[src/rtl/riscv_pkg.sv]
// -----------------------------------------------------------------------------
// riscv_pkg
// Shared definitions for the RISC-V core:
//   - ALU opcode encoding (alu_op_e), including the compare ops that set Flag
//   - fetch FSM state encoding (fetch_state_e)
//   - NOP_INSTR (addi x0, x0, 0) and the default reset PC
//   - pc_incr(): sequential next-PC helper
// -----------------------------------------------------------------------------
package riscv_pkg;

    localparam logic [31:0] NOP_INSTR        = 32'h0000_0013;
    localparam logic [31:0] DEFAULT_RESET_PC = 32'h0000_0000;

    typedef enum logic [3:0] {
        ALU_ADD  = 4'd0,
        ALU_SUB  = 4'd1,
        ALU_SLL  = 4'd2,
        ALU_SLT  = 4'd3,
        ALU_SLTU = 4'd4,
        ALU_XOR  = 4'd5,
        ALU_SRL  = 4'd6,
        ALU_SRA  = 4'd7,
        ALU_OR   = 4'd8,
        ALU_AND  = 4'd9,
        ALU_BEQ  = 4'd10,
        ALU_BNE  = 4'd11,
        ALU_BLT  = 4'd12,
        ALU_BGE  = 4'd13,
        ALU_BLTU = 4'd14,
        ALU_BGEU = 4'd15
    } alu_op_e;

    typedef enum logic [2:0] {
        FS_IDLE = 3'd0,
        FS_REQ  = 3'd1,
        FS_HOLD = 3'd2,
        FS_DROP = 3'd3,
        FS_TRAP = 3'd4
    } fetch_state_e;

    function automatic logic [31:0] pc_incr(input logic [31:0] pc);
        return pc + 32'd4;
    endfunction

endpackage

[src/rtl/pc_target_riscv.sv]
// -----------------------------------------------------------------------------
// pc_target_riscv
// Combinational redirect decision and target computation for the fetch stage.
// Optional feature macro: PC_MISALIGN_TRAP_EN (adds o_misalign; target keeps
// bit 1 so a misaligned jump can be trapped instead of silently aligned).
//
// Ports:
//   i_valid    execute presents a resolved control-flow instruction
//   i_branch, i_jal, i_jalr  instruction class (one-hot or none)
//   i_flag     ALU branch condition
//   i_pc, i_imm, i_rs1       execute PC, sign-extended immediate, rs1 value
//   o_taken    redirect this cycle
//   o_target   redirect target
//   o_misalign target bit 1 set (only with PC_MISALIGN_TRAP_EN)
// -----------------------------------------------------------------------------
module pc_target_riscv (
    input  logic        i_valid,
    input  logic        i_branch,
    input  logic        i_jal,
    input  logic        i_jalr,
    input  logic        i_flag,
    input  logic [31:0] i_pc,
    input  logic [31:0] i_imm,
    input  logic [31:0] i_rs1,
    output logic        o_taken,
`ifdef PC_MISALIGN_TRAP_EN
    output logic        o_misalign,
`endif
    output logic [31:0] o_target
);

    // With the trap enabled only bit 0 is cleared (JALR rule); bit 1 survives
    // so it can be flagged. Without it the target is forced word-aligned.
`ifdef PC_MISALIGN_TRAP_EN
    localparam logic [31:0] TARGET_MASK = 32'hFFFF_FFFE;
`else
    localparam logic [31:0] TARGET_MASK = 32'hFFFF_FFFC;
`endif

    logic [31:0] w_base;
    logic [31:0] w_sum;

    always_comb begin
        w_base   = i_jalr ? i_rs1 : i_pc;
        w_sum    = w_base + i_imm;          // 32-bit modulo, wrap is legal
        o_taken  = i_valid && (i_jal || i_jalr || (i_branch && i_flag));
        o_target = w_sum & TARGET_MASK;
`ifdef PC_MISALIGN_TRAP_EN
        o_misalign = w_sum[1];
`endif
    end

endmodule

[src/rtl/fetch_pc_riscv.sv]
// -----------------------------------------------------------------------------
// fetch_pc_riscv
// Instruction-fetch / program-counter stage. Holds the PC, fetches over a
// req/ack instruction-memory port, presents instructions to decode through a
// valid/ready handshake, and redirects on taken branches / JAL / JALR.
// Optional feature macro: PC_MISALIGN_TRAP_EN (misaligned redirect target
// enters a sticky TRAP state and raises trap_o).
//
// Ports:
//   clk, rst_n                 clock, asynchronous active-low reset
//   imem_req_o, imem_addr_o    fetch request / word address (held until ack)
//   imem_ack_i, imem_rdata_i   memory acknowledge / instruction data
//   if_valid_o, if_instr_o, if_pc_o  instruction to decode
//   id_ready_i                 decode accepts this cycle
//   ex_valid_i, ex_branch_i, ex_jal_i, ex_jalr_i, ex_flag_i,
//   ex_pc_i, ex_imm_i, ex_rs1_i  resolved control-flow info from execute
//   trap_o                     misaligned-target trap (macro only)
// -----------------------------------------------------------------------------
module fetch_pc_riscv
    import riscv_pkg::*;
#(
    parameter logic [31:0] RESET_PC = DEFAULT_RESET_PC
) (
    input  logic        clk,
    input  logic        rst_n,
    output logic        imem_req_o,
    output logic [31:0] imem_addr_o,
    input  logic        imem_ack_i,
    input  logic [31:0] imem_rdata_i,
    output logic        if_valid_o,
    output logic [31:0] if_instr_o,
    output logic [31:0] if_pc_o,
    input  logic        id_ready_i,
    input  logic        ex_valid_i,
    input  logic        ex_branch_i,
    input  logic        ex_jal_i,
    input  logic        ex_jalr_i,
    input  logic        ex_flag_i,
    input  logic [31:0] ex_pc_i,
    input  logic [31:0] ex_imm_i,
`ifdef PC_MISALIGN_TRAP_EN
    input  logic [31:0] ex_rs1_i,
    output logic        trap_o
`else
    input  logic [31:0] ex_rs1_i
`endif
);

    fetch_state_e r_state;
    logic [31:0]  r_pc;       // next fetch address; drives imem_addr_o
    logic [31:0]  r_target;   // redirect target saved while a request drains
    logic         r_req;
    logic         r_valid;
    logic [31:0]  r_instr;
    logic [31:0]  r_if_pc;

    logic         w_taken;
    logic [31:0]  w_target;
    logic [31:0]  w_drop_tgt;

`ifdef PC_MISALIGN_TRAP_EN
    logic         r_trap;
    logic         r_trap_pend;  // saved target in DROP is misaligned
    logic         w_misalign;
    logic         w_drop_bad;
`endif

    pc_target_riscv u_target (
        .i_valid    (ex_valid_i),
        .i_branch   (ex_branch_i),
        .i_jal      (ex_jal_i),
        .i_jalr     (ex_jalr_i),
        .i_flag     (ex_flag_i),
        .i_pc       (ex_pc_i),
        .i_imm      (ex_imm_i),
        .i_rs1      (ex_rs1_i),
        .o_taken    (w_taken),
`ifdef PC_MISALIGN_TRAP_EN
        .o_misalign (w_misalign),
`endif
        .o_target   (w_target)
    );

    // In DROP the newest redirect wins, including one arriving with the ack.
    assign w_drop_tgt = w_taken ? w_target : r_target;
`ifdef PC_MISALIGN_TRAP_EN
    assign w_drop_bad = w_taken ? w_misalign : r_trap_pend;
    assign trap_o     = r_trap;
`endif

    assign imem_req_o  = r_req;
    assign imem_addr_o = r_pc;
    assign if_valid_o  = r_valid;
    assign if_instr_o  = r_instr;
    assign if_pc_o     = r_if_pc;

    always_ff @(posedge clk or negedge rst_n) begin
        if (!rst_n) begin
            r_state     <= FS_IDLE;
            r_pc        <= RESET_PC;
            r_target    <= RESET_PC;
            r_req       <= 1'b0;
            r_valid     <= 1'b0;
            r_instr     <= NOP_INSTR;
            r_if_pc     <= RESET_PC;
`ifdef PC_MISALIGN_TRAP_EN
            r_trap      <= 1'b0;
            r_trap_pend <= 1'b0;
`endif
        end else begin
            case (r_state)
                FS_IDLE: begin
                    r_pc    <= RESET_PC;
                    r_req   <= 1'b1;
                    r_state <= FS_REQ;
                end

                FS_REQ: begin
                    if (w_taken) begin
                        if (imem_ack_i) begin
                            // Data returned is stale: drop it and refetch at
                            // the target; the request line stays high.
`ifdef PC_MISALIGN_TRAP_EN
                            if (w_misalign) begin
                                r_req   <= 1'b0;
                                r_trap  <= 1'b1;
                                r_state <= FS_TRAP;
                            end else begin
                                r_pc <= w_target;
                            end
`else
                            r_pc <= w_target;
`endif
                        end else begin
                            // Request cannot be withdrawn: drain it first.
                            r_target <= w_target;
`ifdef PC_MISALIGN_TRAP_EN
                            r_trap_pend <= w_misalign;
`endif
                            r_state  <= FS_DROP;
                        end
                    end else if (imem_ack_i) begin
                        r_instr <= imem_rdata_i;
                        r_if_pc <= r_pc;
                        r_pc    <= pc_incr(r_pc);
                        r_req   <= 1'b0;
                        r_valid <= 1'b1;
                        r_state <= FS_HOLD;
                    end
                end

                FS_HOLD: begin
                    // Redirect beats a same-cycle id_ready_i: held instruction
                    // is on the wrong path and is not handed over.
                    if (w_taken) begin
                        r_valid <= 1'b0;
`ifdef PC_MISALIGN_TRAP_EN
                        if (w_misalign) begin
                            r_trap  <= 1'b1;
                            r_state <= FS_TRAP;
                        end else begin
                            r_pc    <= w_target;
                            r_req   <= 1'b1;
                            r_state <= FS_REQ;
                        end
`else
                        r_pc    <= w_target;
                        r_req   <= 1'b1;
                        r_state <= FS_REQ;
`endif
                    end else if (id_ready_i) begin
                        r_valid <= 1'b0;
                        r_req   <= 1'b1;
                        r_state <= FS_REQ;
                    end
                end

                FS_DROP: begin
                    if (imem_ack_i) begin
`ifdef PC_MISALIGN_TRAP_EN
                        if (w_drop_bad) begin
                            r_req   <= 1'b0;
                            r_trap  <= 1'b1;
                            r_state <= FS_TRAP;
                        end else begin
                            r_pc    <= w_drop_tgt;
                            r_state <= FS_REQ;
                        end
`else
                        r_pc    <= w_drop_tgt;
                        r_state <= FS_REQ;
`endif
                    end else if (w_taken) begin
                        r_target <= w_target;
`ifdef PC_MISALIGN_TRAP_EN
                        r_trap_pend <= w_misalign;
`endif
                    end
                end

`ifdef PC_MISALIGN_TRAP_EN
                FS_TRAP: begin
                    r_state <= FS_TRAP;   // sticky until reset
                end
`endif

                default: begin
                    r_state <= FS_IDLE;
                end
            endcase
        end
    end

endmodule

[config.mk]
export PLATFORM = sky130hd
export DESIGN_NAME = fetch_pc_riscv
export DESIGN_NICKNAME = d
export VERILOG_FILES = /design/src/rtl/riscv_pkg.sv /design/src/rtl/pc_target_riscv.sv /design/src/rtl/fetch_pc_riscv.sv
export SDC_FILE = /design/constraint.sdc
export NUM_CORES = 1
export LEC_CHECK = 0
export ABC_AREA = 1
export CORE_MARGIN = 3
export CORE_UTILIZATION = 40
export DETAILED_ROUTE_END_ITERATION = 12
export MAX_ROUTING_LAYER = met4
export PLACE_DENSITY = 0.67
export SLEW_MARGIN = 20
export SYNTH_ARGS = -nofsm -noshare
export SYNTH_HDL_FRONTEND = slang
export SYNTH_SLANG_ARGS = --single-unit
[constraint.sdc]
create_clock -name clk -period 3.8 [get_ports clk]
set_input_delay 0.76 -clock clk [delete_from_list [all_inputs] [get_ports clk]]
set_output_delay 0.76 -clock clk [all_outputs]
set_load 0.1 [all_outputs]
==> results of run 1 <==
per-layer routing:
layer  up-vias  GRT usage  part of all wire
met3        39     0.0368             0.065
met5         -          -                 0
met2       412      0.391              0.45
met1      4526      0.332              0.47
met4         0     0.0690             0.021
li1       5203          -                 -
worst paths after layout:
check	start	end	slack, ps	cells after the start
worst max-delay path	ex_jalr_i	imem_addr_o[12]	430	15
worst min-delay path	rst_n	if_instr_o[10]	450	1
worst max register to register	r_state[1]	imem_addr_o[12]	610	12
worst min register to register	if_instr_o[1]	if_instr_o[1]	460	2
max in group asynchronous	rst_n	if_instr_o[4]	2420	2
min in group clk	if_instr_o[1]	if_instr_o[1]	460	2
placed cells by master, fill, tap and decap left out, types with 15 or more instances in the layout:
cell type	instances
a21oi_1	70
a31oi_1	22
buf_4	21
clkbuf_16	17
clkdlybuf4s50_1	229
dfrtp_1	129
ha_1	37
inv_1	116
nand2_1	590
nand3_1	88
nor2_1	146
nor3_1	18
o21ai_0	85
o21ai_1	15
cell families (layout without fill, tap and decap cells):
kind of cell | Yosys count | count (layout) | synth area share
simple gates | 884 | 884 | 0.379
fa+ha+maj | 37 | 37 | 0.0486
flops | 132 | 132 | 0.347
buf+inv | 178 | 412 | 0.0745
compound gates | 221 | 221 | 0.127
xor+xnor | 25 | 25 | 0.0230
through the flow:
stage	power (W)	hold WS, ps	utilization	instances
after detailed placement	0.00978	454	0.531	1992
final	0.0115	454	0.558	2024
after floorplan	0.00786	437	-	1477
after CTS	0.0115	463	0.558	2024
after global routing	0.0122	482	0.558	2024
after global placement	0.00972	450	0.531	1992
flip-flops by register name, summed over array words and instances, names as in the netlist:
name,cells
if_valid_o,1
imem_addr_o,32
imem_req_o,1
if_instr_o,32
if_pc_o,32
r_target,32
r_state,2
worst register-to-register path, stage by stage (launching register included):
cell and delay (ps):
dfrtp_1 390, inv_1 110, ha_1 400, inv_2 480
nor2_1 110, nor2_1 370, inv_1 130, a21oi_2 160
inv_2 60, nor2_2 100, buf_4 340, o21ai_0 270
o21ai_0 170
final cells by class:
| class | instances | area [µm²] |
|---|---|---|
| fillers | 2283 | 10200 |
| multi-input cells | 1167 | 5520 |
| flip-flops and latches | 132 | 3310 |
| repair buffers | 254 | 2520 |
| inverters | 126 | 475 |
| clock buffers | 20 | 437 |
| well taps | 313 | 392 |
| clock inverters | 12 | 183 |
report_power, final:
group / switching (W) / internal [W] / total [W]
registers: 0.000474 / 0.00204 / 0.00251
logic: 0.00545 / 0.00183 / 0.00728
clock network: 0.000627 / 0.00110 / 0.00173
==> run_results.csv, run 1 <==
group,metric,value,unit
clocking,cts_tree,"built",
detailed_routing,wl,31.1,mm
die,initial_core_util,0.414,
clocking,clock_path_buffers,2,
clocking,cts-root-buf,"clkbuf_16",
timing,fin_skew,14.3,ps
detailed_routing,vias_per_cell,5.03,
global_route,grt_pass1_vias,9786,
detailed_routing,drc,0,
placed_design,port_buffers,234,
die,die_h,160,µm
finish,area_growth,34.8,%
worst_setup_path,critPathLaunchType,"input pin",
clocking,cts_setup_buffers,0,
synthesis,ys_ff_latch,132,
finish,num_antenna_cells,0,
finish,final_area,12800,µm²
synthesis,syn_area,9520,µm²
synthesis,synth_common_cells,"nand2_1 (590), nor2_1 (147), dfrtp_1 (129), inv_1 (116), nand3_1 (88)",
placed_design,dpl_worst_slack,142,ps
synthesis,synth_top_cell_by_area,"dfrtp_1",
worst_setup_path,required,4050,ps
clocking,cts_buffers,17,
die,die_area,25700,µm²
timing,maxSlewHeadroom,0.305,
pwr,peakVddDrop,0.553,mV
detailed_routing,firstDrtPassIters,5,
worst_setup_path,path_buf_inv,2,
synthesis,syn_area_per_cell,6.45,µm²
placed_design,hpwl,24.5,mm
timing,period_share,0.886,
worst_hold_path,hp-class,"in -> async",
timing,fmax,297,MHz
worst_setup_path,max_stage_delay,590,ps
worst_setup_path,critical_path_class,"in -> reg",
timing,tightest_slew,1040,ps
clocking,clk_pin_slew_worst_paths,60,ps
synthesis,synth_area_leaders,"dfrtp_1 (34%), nand2_1 (23%), nor2_1 (5.8%)",
synthesis,ys_types,47,
timing,worst_slack,435,ps
worst_setup_path,worstPathArrival,3620,ps
finish,final_nets,1872,
worst_setup_path,crit_family,"compound AO/OA/AOI/OAI gates",
detailed_routing,wl_per_cell,15.4,µm
worst_setup_path,end_kind,"flip-flop",
detailed_routing,ant_nets,0,
timing,slew_violations,0,
synthesis,postSynth.asyncResetShare,1.00,
run_status,outcome,"finished, final reports clean",
detailed_routing,drt_iter0_markers,663,
clocking,cts.repair.resized,0,
synthesis,synth_most_common_cell,"nand2_1",
timing,hold_viol,0,
worst_setup_path,crit_chain,"clkdlybuf4s50_1 -> inv_4 -> nand2_1 -> nand2_1 -> ha_1 -> a21oi_1 -> o21ai_0 -> a21oi_1 -> nand2_1 -> nand2_1 -> nand3_1 -> nand2_1 -> nand2_1 -> o21ai_0 -> o21ai_0",
global_route,gr-total-overflow,0,
synthesis,synthCells,1477,
timing,rsz0062_at_grt,"false",
synthesis,ys_seq_area_frac,0.347,
pwr,p_leak,6.14,nW
global_route,grt_max_degree,102,
finish,post_route_cells_drive_above_1_share,0.0555,
clocking,clkLatencyLatePin,420,ps
detailed_routing,vias,10200,
clocking,h-tree-depth,4,
pwr,power_density,898,nW/µm²
clocking,hold_buffers,0,
global_route,antenna_found_initial,0,
synthesis,ys_warn_count,0,
timing,fin_setup_tns,0,ps
worst_setup_path,critPathSlowestCell,"clkdlybuf4s50_1",
run,maxCapViolCount,0,
synthesis,syn_nets,1651,
clocking,clock_sinks,132,
die,ios,235,
placed_design,gp_congestion,0.929,
synthesis,synth_edf_count,0,
worst_setup_path,worstPathMaxFanout,33,
die,coreArea,23000,µm²
worst_setup_path,crit_top_cell,"nand2_1",
timing,fin_crit,3370,ps
placed_design,place_area,12200,µm²
global_route,grt_usage,0.247,
timing,setup_viol,0,
global_route,grt_pass1_wl,50.3,mm
die,num_rows,55,
die,die_x,160,µm
synthesis,synth_top_area_share,0.339,
synthesis,ys.flop_type,"dfrtp_1",
No activity file was read; power rests on OpenSTA's default activity.
==> run 2: changes to the inputs <==
- CORE_ASPECT_RATIO: unset -> 1.4
==> run 2 against run 1 <==
  * Worst setup slack improved by 120 ps
  * Sequential power about the same
  * Clock skew decreased by 6.4 ps
  * Critical endpoint unchanged
==> run_results.csv, run 2 (synthesis gave the netlist of run 1 again) <==
group,metric,value,unit
die,coreArea,23300,µm²
pwr,peakVddDrop,0.564,mV
detailed_routing,firstDrtPassIters,5,
pwr,p_total,0.0116,W
global_route,grt_pass1_vias,10200,
timing,maxSlewHeadroom,0.306,
detailed_routing,wl_per_cell,15.7,µm
finish,final_cell_mix,"nand2_1 (590), clkdlybuf4s50_1 (229), nor2_1 (146), dfrtp_1 (129), inv_1 (116)",
finish,final_nets,1886,
global_route,gr-total-overflow,0,
worst_hold_path,hp-class,"in -> async",
finish,num_antenna_cells,0,
finish,final_common_cell,"nand2_1",
finish,final_area,12900,µm²
detailed_routing,drc,0,
clocking,cts_tree,"built",
clocking,clk_pin_slew_worst_paths,60,ps
pwr,clockPowerShare,0.148,
clocking,cts-root-buf,"clkbuf_16",
die,initial_core_util,0.409,
global_route,grt_pass1_wl,51.0,mm
detailed_routing,vias,10200,
worst_setup_path,end_kind,"flip-flop",
run,maxCapViolCount,0,
clocking,cts_buffers,17,
die,die_h,189,µm
placed_design,port_buffers,234,
worst_setup_path,crit_family,"compound AO/OA/AOI/OAI gates",
timing,fin_skew,7.91,ps
worst_setup_path,crit_top_cell,"nand2_1",
worst_setup_path,critPathSlowestCell,"clkdlybuf4s50_1",
timing,period_share,0.853,
pwr,comb_power_share,0.635,
clocking,cts_setup_buffers,0,
finish,fillerInstances,2348,
pwr,p_sw,0.00655,W
timing,fin_crit,3240,ps
clocking,cts.repair.resized,0,
pwr,power.internal,0.00501,W
timing,timing.hold.ws,320,ps
die,die_x,136,µm
timing,hold_viol,0,
global_route,grt_max_degree,70,
detailed_routing,vias_per_cell,5.03,
worst_setup_path,max_stage_delay,570,ps
clocking,clock_sinks,132,
finish,utilization,0.555,
finish,multiInputGateArea,5510,µm²
detailed_routing,wl,32.0,mm
run_status,outcome,"finished, final reports clean",
timing,tightest_slew,1040,ps
finish,post_route_cells_drive_above_1_share,0.0638,
finish,ff_latch_area,3310,µm²
die,die_area,25700,µm²
timing,fin_setup_tns,0,ps
worst_setup_path,required,4070,ps
worst_setup_path,crit_chain,"clkdlybuf4s50_1 -> inv_4 -> nand2_1 -> nand2_1 -> ha_1 -> a21oi_1 -> o21ai_0 -> a21oi_1 -> nand2_1 -> nand2_1 -> nand3_1 -> nand2_1 -> nand2_1 -> o21ai_0 -> o21ai_0",
detailed_routing,drt_iter0_markers,546,
clocking,hold_buffers,0,
placed_design,gp_congestion,0.964,
worst_setup_path,worstPathArrival,3520,ps
worst_setup_path,path_buf_inv,2,
finish,area_growth,35.8,%
clocking,clkLatencyLatePin,420,ps
die,num_rows,66,
pwr,p_seq_frac,0.217,
timing,slew_violations,0,
worst_setup_path,worstPathMaxFanout,33,
pwr,p_leak,6.22,nW
placed_design,place_area,12300,µm²
global_route,antenna_found_initial,0,
pwr,swShare,0.567,
worst_setup_path,critical_path_class,"in -> reg",
timing,rsz0062_at_grt,"false",
timing,fmax,308,MHz
clocking,h-tree-depth,4,
die,ios,235,
global_route,grt_usage,0.255,
clocking,clock_path_buffers,2,
pwr,power_density,894,nW/µm²
timing,setup_viol,0,
detailed_routing,ant_nets,0,
placed_design,hpwl,25.4,mm
worst_setup_path,critPathLaunchType,"input pin",
[run 2: worst register-to-register path: cells and delay by family, from the launching register on]
| kind | cells | cell delay (ps) |
|---|---|---|
| buffers and inverters | 5 | 1060 |
| and+or+nand+nor | 3 | 580 |
| AOI/OAI and AO/OA | 3 | 480 |
| DFF | 1 | 400 |
| adders and majority gates | 1 | 400 |
[run 2: metrics by stage]
step | worst slack, ps | instances
after CTS | 561 | 2031
after global placement | 154 | 1999
final | 557 | 2031
after detailed placement | 157 | 1999
after global routing | 323 | 2031
after floorplan | 998 | 1477
[run 2: power by group through the flow]
stage | sequential [W] | clock (W) | combinational [W]
6_report | 0.00251 | 0.00171 | 0.00734
3_3_place_gp | 0.00250 | 0 | 0.00729
5_1_grt | 0.00259 | 0.00180 | 0.00784
3_5_place_dp | 0.00253 | 0 | 0.00733
4_1_cts | 0.00251 | 0.00173 | 0.00736
2_1_floorplan | 0.00554 | 0 | 0.00232
[run 2: metal layers]
metal / share of wire / wire, µm / vias up / GRT usage
li1: - / - / 5215 / -
met1: 0.41 / 13000 / 4617 / 0.293
met2: 0.51 / 16200 / 330 / 0.451
met3: 0.053 / 1700 / 57 / 0.0256
met4: 0.036 / 1140 / 0 / 0.102
met5: 0 / 0 / - / -
[run 2: cell type report]
class,instances,share of cell area
multi-input cells,1167,0.426
flip-flops and latches,132,0.256
repair buffers,268,0.204
clock buffers,23,0.0377
inverters,126,0.0368
well taps,306,0.0296
clock inverters,9,0.00968
[run 2: path summary, 6_finish.rpt]
kind,slack [ps],start,end,cells after the start
setup / recovery,560,ex_jalr_i,imem_addr_o[12],15
hold / removal,320,rst_n,if_valid_o,1
setup reg to reg,790,r_state[1],imem_addr_o[12],12
hold reg to reg,460,if_instr_o[1],if_instr_o[1],2
max in group asynchronous,2640,rst_n,if_instr_o[1],2
min in group clk,460,if_instr_o[1],if_instr_o[1],2
